## src/rtl/mem_arbiter.sv

```systemverilog
// mem_arbiter: round-robin arbiter sharing one synchronous memory port among NREQ masters,
// returning read data one cycle after grant with a per-requester valid strobe.
module mem_arbiter #(
    parameter int NREQ = 2,
    parameter int AW   = 32,
    parameter int DW   = 32
) (
    input  logic               clk,
    input  logic               rst_n,
    input  logic [NREQ-1:0]    req,
    input  logic [NREQ-1:0]    req_we,
    input  logic [NREQ*AW-1:0] req_addr,
    input  logic [NREQ*DW-1:0] req_wdata,
    output logic [NREQ-1:0]    gnt,
    output logic [NREQ-1:0]    rvalid,
    output logic [DW-1:0]      rdata,
    output logic               mem_we,
    output logic [AW-1:0]      mem_raddr,
    output logic [AW-1:0]      mem_waddr,
    output logic [DW-1:0]      mem_wdata,
    input  logic [DW-1:0]      mem_rdata
);
    localparam int PW = $clog2(NREQ);
    localparam logic [PW:0] N = (PW+1)'(NREQ);
    localparam logic [PW-1:0] LAST = PW'(NREQ - 1);
    localparam logic [NREQ-1:0] ONE = NREQ'(1);

    logic [PW-1:0] rr_ptr, rd_tag, winner, sel;
    logic [PW:0] idx;
    logic found, rd_pending;

    // Scan from the farthest offset down so the requester nearest rr_ptr wins last.
    always_comb begin
        winner = rr_ptr;
        found = 1'b0;
        idx = '0;
        for (int k = NREQ - 1; k >= 0; k--) begin
            idx = {1'b0, rr_ptr} + (PW+1)'(k);
            idx = (idx >= N) ? idx - N : idx;
            if (req[idx[PW-1:0]]) begin
                winner = idx[PW-1:0];
                found = 1'b1;
            end
        end
    end

    assign sel = found ? winner : rr_ptr;
    assign gnt = found ? ONE << winner : '0;
    assign mem_we = found & req_we[winner];
    assign mem_raddr = req_addr[sel*AW +: AW];
    assign mem_waddr = req_addr[winner*AW +: AW];
    assign mem_wdata = req_wdata[winner*DW +: DW];
    assign rdata = mem_rdata;
    assign rvalid = rd_pending ? ONE << rd_tag : '0;

    always_ff @(posedge clk or negedge rst_n) begin
        if (!rst_n) begin
            rr_ptr <= '0;
            rd_pending <= 1'b0;
            rd_tag <= '0;
        end else begin
            rd_pending <= found & ~req_we[winner];
            if (found) begin
                rr_ptr <= (winner == LAST) ? '0 : winner + 1'b1;
                rd_tag <= winner;
            end
        end
    end
endmodule
```

## config.mk

```make
export PLATFORM = sky130hd
export DESIGN_NAME = mem_arbiter
export DESIGN_NICKNAME = d
export VERILOG_FILES = /design/src/rtl/mem_arbiter.sv
export SDC_FILE = /design/constraint.sdc
export NUM_CORES = 1
export LEC_CHECK = 0
export CORE_AREA = 2 2 117 119
export DETAILED_ROUTE_END_ITERATION = 6
export DIE_AREA = 0 0 119 121
export DONT_BUFFER_PORTS = 1
export PLACE_DENSITY_LB_ADDON = 0.15
export SKIP_CTS_REPAIR_TIMING = 1
export SYNTH_ARGS = -nofsm -noshare
export SYNTH_HDL_FRONTEND = slang
export SYNTH_SLANG_ARGS = --single-unit
```

## constraint.sdc

```tcl
create_clock -name clk -period 1.7 [get_ports clk]
set_input_delay 0.34 -clock clk [delete_from_list [all_inputs] [get_ports clk]]
set_output_delay 0.34 -clock clk [all_outputs]
set_load 0.02 [all_outputs]
```

# --- After elaboration in Yosys (flattened, before gate mapping) ---
# Cells that the tools add are included.
# W data, S select, Z words.
op_classes:
  magnitude_cmp: 5
  eq_ne: 0
  mul: 0
  n_addsub: 4
  muxes: 16
  n_div: 0
  bitwise_logic: 3
  n_reduce_logical: 0
  shifts: 5
op_table:
  columns: ["op", "n"]
  rows:
  - ["$shiftx A64 B7 Y32", 3]
  - ["$mux W1", 14]
  - ["$lt A1 B2 Y1 const B", 3]
  - ["$mux W2", 2]
  - ["$shl A1 B1 Y2 const A", 2]
  - ["$add A1 B1 Y2 const B", 1]
  - ["$and A1 B1 Y1", 2]
  - ["$ge A1 B2 Y1 const B", 1]
  - ["$ge A2 B2 Y1 const B", 1]
  - ["$sub A1 B1 Y1 const B", 2]
  - ["$add A1 B1 Y1 const B", 1]
  - ["$not A1 Y1", 1]
totals:
  out_inout_bits: 133
  input_bits: 166
  memories: 0
  ram_bits: 0
  latch_bits: 0
  romBits: 0
  ff_bits: 3
  elab_cells: 36

# --- Depth between registers and ports, before layout ---
depth:
  depth_word: 11
  ltp_mapped: 5
  ltp_nobuf: 3

# --- Least setup slack after synthesis ---
# Ideal clock, no wire load.
synth_timing:
  path_type: "register to output"
  start: "register rr_ptr"
  end: "output port mem_raddr[27]"
  stages_incl_launch_ff: 6
  path_slack_ps: -135
  t_arrival_ps: 1495
  required_time_ps: 1360
  n_path_buf: 2
  cell_sequence: "dfrtp_1 nor2b_1 o21ai_2 buf_2 buf_4 mux2_1"
synth_between:
  elab_chain_len: 9
  elab_cells_between_ends: 17
  cone_classes: "3 x add/sub; 2 x order compare; 1 x shift; 11 x mux"
synth_rtl:
  columns: ["item", "line", "rtl"]
  rows:
  - ["from (decl)", "28", "logic [PW-1:0] rr_ptr, rd_tag, winner, sel;"]
  - ["from (signal assigned)", "64", "rr_ptr <= (winner == LAST) ? '0 : winner + 1'b1;"]
  - ["$add A1 B1 Y2", "38", "idx = {1'b0, rr_ptr} + (PW+1)'(k);"]
  - ["$ge A2 B2 Y1 or $sub A1 B1 Y1 (tied branches)", "39", "idx = (idx >= N) ? idx - N : idx;"]
  - ["$mux W1", "39", null]
  - ["$mux W1 (not written as such) (2 in a row)", "40", "if (req[idx[PW-1:0]]) begin"]
  - ["$mux W1 (2 in a row)", "40", null]
  - ["$mux W1 (*)", "47", "assign sel = found ? winner : rr_ptr;"]
  - ["$shiftx A64 B7 Y32 (*)", "50", "assign mem_raddr = req_addr[sel*AW +: AW];"]
  - ["to (decl)", "18", "output logic [AW-1:0] mem_raddr,"]
# Every way passes the cells marked *; elsewhere a longest branch is shown, timed or not. The select of a mux whose other input is x is not followed.

# --- Worst setup path after layout ---
layout_timing:
  start: "register rr_ptr"
  end: "output port mem_wdata[31]"
layout_between:
  elab_chain_len: 8
  elab_cells_between_ends: 14
  cone_classes: "3 x add/sub; 2 x order compare; 1 x shift; 8 x mux"
layout_rtl:
  columns: ["item", "line", "rtl"]
  rows:
  - ["$add A1 B1 Y2", "38", null]
  - ["$ge A2 B2 Y1 or $sub A1 B1 Y1 (tied branches)", "39", null]
  - ["$mux W1", "39", null]
  - ["$mux W1 (not written as such) (2 in a row)", "40", null]
  - ["$mux W1", "40", null]
  - ["$mux W1 (*)", "40", null]
  - ["$shiftx A64 B7 Y32 (*)", "52", "assign mem_wdata = req_wdata[winner*DW +: DW];"]
  - ["to (decl)", "20", "output logic [DW-1:0] mem_wdata,"]
# Marks and branches as above.

==> run metrics <==
height of the die 121 microns; Worst Hold Class input pin to flop; wire length of the first global-routing pass 6272 microns; violations in the final reports negative setup slack; most area-consuming cells after synthesis mux2_2 (41%), mux2_1 (29%), buf_4 (18%), dfrtp_1 (4.9%), buf_2 (1.9%); TritonCTS clock tree done; violation count after the first detailed-routing iteration 18; overall routing resource usage 0.05537; post-route standard cell area excluding fillers 2110 sq um; TritonCTS Buffers 3; kind of end point of the critical path primary output; total power divided by cell area 800.3 nW/um^2; largest fanout on the critical path 12; total internal power 0.0009626 W; insertion delay of the later-clocked pin in the worst-skew pair 0.22 ns; share of the synthesized area in the top cell type 0.4084; Die Wd 119 microns; setup repair after global routing missed its margin true; initial antenna violation count 0; initial cell density of the core 0.1180; data arrival time at the worst-slack endpoint 1.68 ns; outcome complete, but fails checks; clock-pin transition on the worst setup and hold timing paths 0.03 ns; transition at the pin with the smallest max-transition slack 0.4325 ns; number of nets with antenna violations after routing 0; fraction of the yosys area taken by sequential cells 0.04862; GPL Wtd Cong 0.6880; vias after detailed routing 1186; core box area 13090 sq um; vias in the first global route 1074; placement-stage cell area 1692 sq um; clock period minus worst slack 2.021 ns; number of nets in the final layout 299; Setup Crit Path Kind flop to primary output; mean cell area of the mapped netlist 9.897 sq um; post-synth top area cell mux2_2; net switching power 0.0007257 W; cell area after synthesis 1544 sq um; layout cell share with drive strength beyond 1 0.8788; Final HPWL DP 4509 microns; highest-count cells in the layout ignoring fill and taps mux2_4 (86), mux2_2 (10), clkbuf_16 (6); pin count of the biggest net entering global routing 50; area of the die 14400 sq um; flip-flop and latch count after synthesis 3; final design utilization 0.1612; TritonRoute pass-1 iters 3; growth of design area from synthesis to finish 36.63%; logic gate share of total power 0.729; switching share of power 0.4299; final worst path period share 1.189; FMAX 494.8 MHz; clock sink total 3; routed wire length 6041 microns; number of max-capacitance violations reported 0; num rows 42; aggregate global routing overflow 0; static power due to leakage 1.006 nW; setup skew after layout 0.002826 ns; Hold Fails Final Rpt 0; count of unique library cells instantiated by Yosys 14; CTS root buffer clkbuf_16; total nets after synthesis 322; smallest hold slack 0.2289 ns; Required @ worst endpoint 1.36 ns; number of instances in the synthesized netlist 156; DRC viols 0; Final Setup Violations 96; fillcell total 1455; Clock Power Share 0.219; H-Tree Depth 1; part of the power in registers 0.052; worst-case clock buffer depth 2; vias per cell 3.851; I/O pins 299; critical path startpoint category flop; leading cell type in the layout, fill and taps excluded mux2_4; worst slew margin relative to its limit 0.7111; port bufs 0; routed len/inst 19.61 microns; n_diodes 0; final count of pins violating max slew 0; worst setup margin -0.3211 ns; Syn. warnings 0; peak supply drop 0.0002950 V
critical path, cell delays in order, from the launching register on:
cell       delay [ns]
dfrtp_1          0.39
nor2b_4          0.14
o21ai_4          0.18
buf_12           0.18
clkbuf_16        0.20
mux2_4           0.36
power groups by stage:
stage	Combinational (W)	Clock (W)	Sequential (W)
detailed placement	0.00102	0	0.0000881
CTS	0.00102	0.000378	0.0000875
finish	0.00123	0.000370	0.0000870
global placement	0.00102	0	0.0000872
global route	0.00128	0.000385	0.0000887
floorplan	0.00107	0	0.0000857
cell families (layout without fill, tap and decap cells):
| kind of cell | Yosys count | count (layout) | synth area share |
|---|---|---|---|
| flip-flops | 3 | 3 | 0.04862 |
| AO/OA/AOI/OAI | 6 | 6 | 0.02674 |
| buffers and inverters | 45 | 21 | 0.2018 |
| AND/OR/NAND/NOR | 6 | 6 | 0.02269 |
| multiplexers | 96 | 96 | 0.7002 |
through the flow:
| step | TNS (ns) | power, W | instances | worst slack, ns |
|---|---|---|---|---|
| floorplan | 0 | 0.001153 | 156 | 0.004361 |
| global route | -30.17 | 0.001752 | 308 | -0.3658 |
| finish | -26.01 | 0.001688 | 308 | -0.3211 |
| global placement | -7.859 | 0.001111 | 295 | -0.1193 |
| CTS | -32.78 | 0.001485 | 299 | -0.3803 |
| detailed placement | -9.488 | 0.001104 | 295 | -0.1359 |
Yosys cell counts:
| master | instances |
|---|---|
| buf_2 | 6 |
| dfrtp_1 | 3 |
| o21ai_2 | 1 |
| inv_1 | 3 |
| nand2b_1 | 2 |
| o21ai_0 | 3 |
| nand2_1 | 1 |
| and2_1 | 1 |
| nor2b_1 | 2 |
| mux2_1 | 40 |
| mux2_2 | 56 |
| a21boi_0 | 1 |
| a32o_1 | 1 |
| buf_4 | 36 |
layout make-up:
class                      instances  area, sq um  area share
clock buffer                       4        78.83     0.03737
inverter                           3        11.26    0.005338
multi-input combinational        108         1504      0.7129
sequential                         3        75.07     0.03559
tap                              176        220.2      0.1044
timing repair buffer              14        220.2      0.1044
routing by layer:
metal,global-route usage,routed length [microns],up-vias
met5,0,0,-
met4,0.01190,24,0
met3,0.01786,591,4
met2,0.1203,3463,124
met1,0.04752,1961,577
li1,-,-,481
flip-flops by register name, indices dropped and copies added (netlist names):
| signal | count |
|---|---|
| rd_tag | 1 |
| rr_ptr | 1 |
| rd_pending | 1 |
final timing paths:
path,depth (start not counted),to,from,slack [ns]
min reg2reg,2,rd_tag,rd_tag,0.55
min,1,rd_tag,req[0],0.23
max,5,mem_wdata[31],rr_ptr,-0.32
max reg2reg,6,rd_pending,rr_ptr,0.38
min in group asynchronous,1,rr_ptr,rst_n,0.37
max in group asynchronous,1,rd_tag,rst_n,1.18
No activity file was read; power rests on OpenSTA's default activity.
